[config.mk]
export PLATFORM = sky130hd
export DESIGN_NAME = demux1to4_16b_reg
export DESIGN_NICKNAME = d
export VERILOG_FILES = /design/src/rtl/demux1to4_16b_reg.sv
export SDC_FILE = /design/constraint.sdc
export NUM_CORES = 1
export LEC_CHECK = 0
export BUFFER_PORTS_ARGS = -buffer_cell sky130_fd_sc_hd__buf_2
export CORE_MARGIN = 2
export CORE_UTILIZATION = 53
export CTS_CLUSTER_SIZE = 8
export DETAILED_ROUTE_END_ITERATION = 6
export GPL_ROUTABILITY_DRIVEN = 1
export GPL_TIMING_DRIVEN = 0
export PLACE_DENSITY = 0.85
export SETUP_SLACK_MARGIN = 0.4
export SLEW_MARGIN = 20
export SYNTH_ARGS = -nofsm -noshare
export SYNTH_HDL_FRONTEND = slang
export SYNTH_SLANG_ARGS = --single-unit
export TNS_END_PERCENT = 20
[constraint.sdc]
create_clock -name clkpos -period 4.4 [get_ports clkpos]
set_clock_uncertainty 0.2 [all_clocks]
set_input_delay 0.22 -clock clkpos [delete_from_list [all_inputs] [get_ports clkpos]]
set_output_delay 0.22 -clock clkpos [all_outputs]
set_load 0.005 [all_outputs]
[src/rtl/demux1to4_16b_reg.sv]
// Registered 1-to-4 demultiplexer: one input word is steered into one of four lane holding registers.
// Each lane has its own valid/ready handshake. Defining DEMUX_LANE_CNT_EN adds 8-bit fill counters per lane.
module demux1to4_16b_reg #(
   parameter int WIDTH = 16
) (
   input  logic             clkpos,
   input  logic             rst,
   input  logic             vdd,
   input  logic             vss,
   input  logic [WIDTH-1:0] din,
   input  logic             in0,
   input  logic             in1,
   input  logic             din_valid,
   output logic             din_ready,
   output logic [WIDTH-1:0] a,
   output logic [WIDTH-1:0] b,
   output logic [WIDTH-1:0] c,
   output logic [WIDTH-1:0] d,
   output logic             a_valid,
   output logic             b_valid,
   output logic             c_valid,
   output logic             d_valid,
   input  logic             a_ready,
   input  logic             b_ready,
   input  logic             c_ready,
   input  logic             d_ready
`ifdef DEMUX_LANE_CNT_EN
   ,
   output logic [7:0]       a_cnt,
   output logic [7:0]       b_cnt,
   output logic [7:0]       c_cnt,
   output logic [7:0]       d_cnt
`endif
);

   logic [WIDTH-1:0] r_data [4];
   logic [3:0]       r_valid;
   logic [1:0]       w_sel;
   logic [3:0]       w_ready;
   logic [3:0]       w_fill;
   logic [3:0]       w_drain;
   logic             w_din_ready;
   logic             w_unused_supply;

   // Supply pins are carried only for netlist compatibility.
   assign w_unused_supply = vdd ^ vss;

   always_comb begin
      // NOTE: every always_comb output gets a default first so no path leaves it unassigned (no latch).
      w_fill      = '0;
      w_sel       = {in1, in0};
      w_ready     = {d_ready, c_ready, b_ready, a_ready};
      w_drain     = r_valid & w_ready;
      w_din_ready = ~r_valid[w_sel] | w_ready[w_sel];
      for (int i = 0; i < 4; i++) begin
         w_fill[i] = din_valid & w_din_ready & (w_sel == 2'(i));
      end
   end

   always_ff @(posedge clkpos) begin
      // NOTE: sequential state uses non-blocking assignments so all lanes update from pre-edge values.
      if (rst) begin
         r_valid <= '0;
         for (int i = 0; i < 4; i++) begin
            r_data[i] <= '0;
         end
      end else begin
         for (int i = 0; i < 4; i++) begin
            if (w_fill[i]) begin
               r_data[i]  <= din;
               r_valid[i] <= 1'b1;
            end else if (w_drain[i]) begin
               r_valid[i] <= 1'b0;
            end
         end
      end
   end

`ifdef DEMUX_LANE_CNT_EN
   logic [7:0] r_cnt [4];

   // Counters wrap naturally at 8 bits; drains never touch them.
   always_ff @(posedge clkpos) begin
      if (rst) begin
         for (int i = 0; i < 4; i++) begin
            r_cnt[i] <= '0;
         end
      end else begin
         for (int i = 0; i < 4; i++) begin
            if (w_fill[i]) begin
               r_cnt[i] <= r_cnt[i] + 8'd1;
            end
         end
      end
   end

   assign a_cnt = r_cnt[0];
   assign b_cnt = r_cnt[1];
   assign c_cnt = r_cnt[2];
   assign d_cnt = r_cnt[3];
`endif

   assign din_ready = w_din_ready;
   assign a         = r_data[0];
   assign b         = r_data[1];
   assign c         = r_data[2];
   assign d         = r_data[3];
   assign a_valid   = r_valid[0];
   assign b_valid   = r_valid[1];
   assign c_valid   = r_valid[2];
   assign d_valid   = r_valid[3];

endmodule

Word level (Yosys, flattened, before mapping). Memory sizes are Yosys's and may differ from the RTL's. Cells that the tools add are included.

Muxes and demuxes: 30. Eq/ne operators: 3. Bitwise operators: 12. $lt $le $gt $ge: 1. Reduce and logical (&&, ||, !) cells: 5.

Operators by type and width (number): 2-to-1 mux 16 bit (4); 2-to-1 mux 1 bit (24); nonzero test 2 bit (4); bitwise AND 1 bit (5); OR 1 bit (5); bitwise AND 4 bit (1); binary-select mux 1 bit (select 2 bit) (2); == test 2 bit (second input constant) (2); less-than comparator 2 x 3 -> 1 bit (second input constant) (1); == test 2 x 1 -> 1 bit (second input constant) (1); zero test 2 bit (1); inverter 1 bit (1).

Input bits: 27. Flip-flop bits (word level): 4. Bits in writable memories: 64. Logic and storage cells: 56. Memories: 1.

Memories: r_data (words 4, bits a word 16, read ports 4, clocked after memory_dff 0, write ports 4, RTL line 36) `logic [WIDTH-1:0] r_data [4];`.

Depth between registers and ports, before layout. Gate-level depths: netlist of the first run.

Depth in word-level cells: 10. Mapped depth: 5. Gate-level depth less buffers: 2.

Least setup slack after synthesis of the first run. Ideal clock, no wire load.

Path type: input -> register. From: input in1. To: memory r_data[0][0] (enable). Cell stages on the path: 4. Required time: 3.786 ns. Setup slack: 1.799 ns. Arrival: 1.987 ns. Cell sequence: buf_2 > or2_1 > buf_6 > o31ai_1.

RTL lines: start, declared (RTL line 12) `input logic in1,`; end, declared (RTL line 36).

==> results.json, run 1 <==
{
  "outcome": "finished, final reports clean",
  "start_kind": "input pin",
  "slowest_stage": "o31ai_4",
  "ys.flop_type": "edfxtp_1",
  "worst_hold_path.endpoint": "r_valid[2]$_SDFFE_PP0P_",
  "ys_ff_latch": 68,
  "antenna_cells": 0,
  "synth_top_area_cell": "edfxtp_1",
  "dieArea_sq_mm": 0.00587,
  "synth_fp_nets": 223,
  "critPathArrivalTime_ps": 1970,
  "reg2reg_depth": 3,
  "ys_types": 18,
  "min_period_over_period_pct": 50.1,
  "maxCapViolCount": 0,
  "synth_edf_count": 64,
  "crit_chain": "dlygate4sd3_1 -> buf_6 -> or2_1 -> buf_6 -> o31ai_4",
  "die_h_microns": 76.6,
  "first_global_vias": 1957,
  "drtIter0Drc": 129,
  "worstHoldStart": "in1",
  "power_uw": 1350,
  "h-tree-depth": 3,
  "finalInstanceArea_sq_mm": 0.00363,
  "num_rows": 26,
  "fin_cells": 378,
  "place_inst": 357,
  "clock_tree.buffer_depth": 2,
  "r2r_setup_slack_ps": 2410,
  "layout-drive-gt1-share_pct": 43.8,
  "irDropWorstVdd_mv": 0.194,
  "route.vias.total": 2072,
  "nets": 330,
  "rr_startpoint": "r_valid[3]$_SDFFE_PP0P_",
  "ys_top_cells_by_area": "edfxtp_1 (69%), nor3_1 (9.7%), nand3b_1 (4.8%)",
  "grt_max_degree": 17,
  "cts_resized": 0,
  "dp_hpwl_microns": 4460,
  "end_kind": "register",
  "hold_depth": 3,
  "grt_pass1_wl_microns": 9780,
  "wl_per_cell_microns": 16.8,
  "ctsRootBufferMaster": "clkbuf_8",
  "place_congestion": 0.845,
  "viasPerCell": 5.48,
  "antenna_found_initial": 0,
  "area_growth_syn_to_layout_pct": 29.7,
  "crit_start": "in0",
  "maxSlewViolCount": 0,
  "fin_crit_ps": 2200,
  "drt_pass1_iterations": 4,
  "overflow": 0,
  "p_leak_uw": 0.00148,
  "path_class": "input pin to register",
  "cts_tree": "yes",
  "die_w_microns": 76.6,
  "p_per_area_mw_per_mm2": 373,
  "tns_ps": 0,
  "synth-async-reset-ratio_pct": 0,
  "wl_microns": 6360,
  "hold_viol_final": 0,
  "avgSynthCellArea_sq_um": 14.3,
  "hp-class": "input pin to register",
  "clk_latency_ps": 340,
  "ys_top_cells_by_count": "edfxtp_1 (64), nor3_1 (54), nand3b_1 (18)",
  "timing.slew.headroom_pct": 43.7,
  "fillCellCount": 374,
  "worstMarginPinSlew_ps": 844,
  "synthCells": 196,
  "seq_area_frac_synth_pct": 71.6,
  "gr-usage-all-layers_pct": 22.4,
  "synth.top_cell.area_share_pct": 68.7,
  "drc": 0,
  "fmax_mhz": 454,
  "setup_viol": 0,
  "cp_data_required_time_ps": 4170,
  "r2r-end": "r_data[3][9]$_SDFFCE_PN0P_",
  "cts_buffers": 9,
  "core_sq_mm": 0.00511,
  "clkSinkCount": 68,
  "yosys_warnings": 0,
  "start_util_pct": 54.8,
  "crit_buf_inv": 3,
  "place_area_sq_mm": 0.00339,
  "rsz0062_at_grt": "no",
  "postRouteAntennaNets": 0,
  "crit_path_max_fanout": 16,
  "critPathMaxStageDelay_ps": 680,
  "ios": 96,
  "critical_path.top_delay_family": "buffers and inverters",
  "path_common_cell": "buf_6",
  "port_buffers": 91,
  "path_clk_slew_ps": 70,
  "syn_area_sq_mm": 0.00280,
  "synth.most_common_cell": "edfxtp_1"
}
==> metrics by stage <==
step           hold slack, ps  setup WS [ps]  util [%]
6_report                 30.0           2200      71.0
5_1_grt                  47.2           2100      71.0
4_1_cts                  20.1           2200      71.0
3_5_place_dp              302           2280      66.5
3_3_place_gp              289           1330      65.4
2_1_floorplan             216           1800         -
==> cell type report <==
type / instances / area, sq um / area share, %
plain buffers: 21 / 123 / 3.38
clock buffers: 10 / 128 / 3.52
clock inverters: 6 / 55.1 / 1.52
inverters: 2 / 7.51 / 0.207
multi-input cells: 105 / 719 / 19.8
flip-flops and latches: 68 / 2000 / 55.2
well taps: 70 / 87.6 / 2.41
repair buffers: 96 / 505 / 13.9
==> per-layer routing <==
layer	wire length [microns]	up-vias	GRT usage [%]
li1	-	959	-
met1	2540	977	28.4
met2	3080	122	35.0
met3	640	14	7.82
met4	105	0	9.82
met5	0	-	0
==> worst reg2reg max path: stages, from the launching register on <==
cell and delay (ps):
dfxtp_1 330, nor2b_1 130, clkbuf_1 200, o31ai_4 760
==> kinds of logic after synthesis <==
family	after synthesis	synth area share [%]
AO/OA/AOI/OAI	8	1.79
buffers and inverters	23	4.65
flip-flops	68	71.6
multiplexers	1	0.805
AND/OR/NAND/NOR	96	21.2
==> flip-flops by register name (all words and copies together) (netlist names) <==
name / count
r_valid: 4
r_data: 64
==> how the worst max path moves through the flow <==
stage               cells after the start                          end  slack, ps
global route                            5   r_data[0][8]$_SDFFCE_PN0P_       2100
finish                                  5   r_data[0][8]$_SDFFCE_PN0P_       2200
CTS                                     5   r_data[0][8]$_SDFFCE_PN0P_       2200
global placement                        4  r_data[0][10]$_SDFFCE_PN0P_       1330
detailed placement                      4   r_data[0][8]$_SDFFCE_PN0P_       2280
floorplan                               4   r_data[0][0]$_SDFFCE_PN0P_       1800
==> what timing repair did <==
action,4_1_cts,5_1_grt
setup buffers,0,0
endpoints found under the setup margin,0,0
endpoints found under the hold margin,4,0
hold buffers,5,0
==> report_power, final <==
group	switching [uW]	leakage, uW	internal [uW]
Combinational	72.9	0.000668	48.7
Sequential	7.99	0.000721	738
Clock	229	0.0000911	256
Total	310	0.00148	1040
==> placed cells by master, fill, tap and decap left out, drive strengths merged <==
| cell type | n |
|---|---|
| mux4 | 1 |
| clkbuf | 16 |
| inv | 2 |
| edfxtp | 64 |
| nand2b | 6 |
| or2 | 1 |
| clkinvlp | 1 |
| a21oi | 4 |
| nand2 | 1 |
| o31ai | 4 |
| nand3 | 1 |
| or3b | 1 |
| clkinv | 4 |
| dfxtp | 4 |
| nor2b | 4 |
| nand3b | 18 |
| buf | 106 |
| nor3 | 64 |
| dlygate4sd3 | 5 |
| bufinv | 1 |
Note: power is estimated with default switching activity, not from simulation.
==> run 2: changes to the inputs <==
Settings changed: CORE_UTILIZATION 53 to 49, PLACE_DENSITY 0.85 to 0.79.
Clock period 4.4 ns to 2.3 ns, I/O delays scaled along.
==> run 2 against run 1 <==
Compared with the run above:
- worst setup slack worse by 1800 ps
- register-to-register slack lost 2100 ps
- first-iteration DRC count shrank 24%
- via count decreased by 2.0%
- hold slack improved by 38 ps
- non-clock buffer count up 7
- sequential cell count unchanged
- clock-buffer cell count is the same
- global-route usage down 1.7 points
==> results.json, run 2 (same netlist as run 1, synthesis figures left out) <==
{
  "outcome": "finished, final reports clean",
  "gr-usage-all-layers_pct": 20.7,
  "worstMarginPinSlew_ps": 836,
  "grt_use_met3_pct": 4.86,
  "final_util_pct": 67.1,
  "cts_resized": 0,
  "hold_viol_final": 0,
  "start_util_pct": 50.8,
  "clkSinkCount": 68,
  "critPathMaxStageDelay_ps": 730,
  "maxSlewViolCount": 0,
  "core_sq_mm": 0.00551,
  "dp_hpwl_microns": 4350,
  "dp_worst_setup_slack_ps": 276,
  "irDropWorstVdd_mv": 0.450,
  "grt_pass1_wl_microns": 9470,
  "slowest_stage": "o31ai_4",
  "viasPerCell": 5.25,
  "finalInstanceArea_sq_mm": 0.00370,
  "first_global_vias": 1956,
  "path_clk_slew_ps": 70,
  "nets": 337,
  "area_growth_syn_to_layout_pct": 32.2,
  "h-tree-depth": 3,
  "ios": 96,
  "fillCellCount": 432,
  "start_kind": "register",
  "antenna_found_initial": 0,
  "largest_reg_flops": 64,
  "layout-drive-gt1-share_pct": 43.8,
  "crit_start": "r_valid[0]$_SDFFE_PP0P_",
  "place_congestion": 0.898,
  "final.setup.worst_slack_ps": 353,
  "critPathArrivalTime_ps": 1700,
  "die_w_microns": 79.5,
  "final_cell_mix": "buf_2 (102), edfxtp_1 (64), nor3_1 (54)",
  "r2r_setup_slack_ps": 350,
  "top_usage_layer": "met2",
  "top_register": "r_data",
  "end_kind": "register",
  "drtIter0Drc": 98,
  "route.vias.total": 2031,
  "port_buffers": 91,
  "clk_latency_ps": 330,
  "grt_use_met2_pct": 32.0,
  "place_area_sq_mm": 0.00340,
  "hp-class": "input pin to register",
  "tns_ps": 0,
  "grt_max_degree": 17,
  "die_h_microns": 79.5,
  "reg2reg_depth": 3,
  "p_leak_uw": 0.00151,
  "num_rows": 27,
  "dieArea_sq_mm": 0.00633,
  "grt_util_met1_pct": 26.5,
  "rsz0062_at_grt": "yes",
  "fmax_mhz": 514,
  "antenna_cells": 0,
  "drc": 0,
  "timing.slew.headroom_pct": 44.3,
  "regArea_sq_mm": 0.00200,
  "min_period_over_period_pct": 84.7,
  "wl_microns": 6110,
  "cts_tree": "yes",
  "crit_chain": "nor2b_1 -> buf_2 -> o31ai_4",
  "r2r-end": "r_data[0][8]$_SDFFCE_PN0P_",
  "overflow": 0,
  "multi_input_area_sq_um": 719,
  "drt_pass1_iterations": 4,
  "ctsRootBufferMaster": "clkbuf_8",
  "p_per_area_mw_per_mm2": 668,
  "wl_per_cell_microns": 15.8,
  "crit_path_max_fanout": 16,
  "postRouteAntennaNets": 0,
  "cts_buffers": 9,
  "cp_data_required_time_ps": 2060,
  "setup_viol": 0,
  "reg.largest.list": "r_data x64, r_valid x4",
  "layout_commonest_cell": "buf_2",
  "rr_startpoint": "r_valid[0]$_SDFFE_PP0P_",
  "clock_tree.buffer_depth": 2,
  "maxCapViolCount": 0,
  "path_class": "register to register",
  "fin_crit_ps": 1950,
  "cp-endpoint": "r_data[0][8]$_SDFFCE_PN0P_"
}
-- run 2: cell count changes in the layout (fill, tap and decap cells not counted), sizes merged --
| cell | change |
|---|---|
| buf | +2 |
| bufinv | -1 |
| clkinv | +1 |
| dlygate4sd3 | +5 |
-- run 2: what timing repair did --
action | 4_1_cts | 5_1_grt
setup buffers | 1 | 1
setup endpoints to repair | 64 | 49
hold buffers | 10 | 0
endpoints found under the hold margin | 4 | 0
pin swaps | 1 | 1
-- run 2: layer usage --
| layer | wire (microns) | share of wire (%) |
|---|---|---|
| met1 | 2470 | 40 |
| met2 | 2950 | 48 |
| met3 | 548 | 9.0 |
| met4 | 147 | 2.4 |
| met5 | 0 | 0 |
-- run 2: power by group --
group,internal (uW),switching (uW)
Clock,379,417
Sequential,1410,14.8
Combinational,106,140
-- run 2: through the flow --
stage | hold slack, ps | total power, uW | std cells
finish | 68.2 | 2470 | 387
global route | 56.3 | 2560 | 387
CTS | 49.2 | 2480 | 386
detailed placement | 205 | 1680 | 359
global placement | 202 | 1670 | 359
floorplan | 111 | 1570 | 196
-- run 2: area by class of cell --
cell class / count / share of cell area [%]
Sequential cell: 68 / 54.2
Clock buffer: 10 / 3.45
Buffer: 21 / 3.32
Multi-Input combinational cell: 105 / 19.5
Clock inverter: 6 / 0.846
Inverter: 2 / 0.203
Timing Repair Buffer: 103 / 16.1
Tap cell: 72 / 2.44
-- run 2: worst max-delay path: cells and delay by family (launching register included) --
family / cells / cell delay (ps)
buffers and inverters: 1 / 170
AO/OA/AOI/OAI: 1 / 730
AND/OR/NAND/NOR: 1 / 130
flip-flops: 1 / 330
-- run 2: how the worst min path moves through the flow --
stage / cells past startpoint / startpoint / endpoint / slack [ps]
2_1_floorplan: 2 / b_ready / r_valid[1]$_SDFFE_PP0P_ / 110
4_1_cts: 3 / din[9] / r_data[1][9]$_SDFFCE_PN0P_ / 50
3_3_place_gp: 3 / in0 / r_valid[3]$_SDFFE_PP0P_ / 200
3_5_place_dp: 3 / in0 / r_valid[3]$_SDFFE_PP0P_ / 200
6_report: 3 / din[9] / r_data[1][9]$_SDFFCE_PN0P_ / 70
5_1_grt: 3 / din[9] / r_data[0][9]$_SDFFCE_PN0P_ / 60
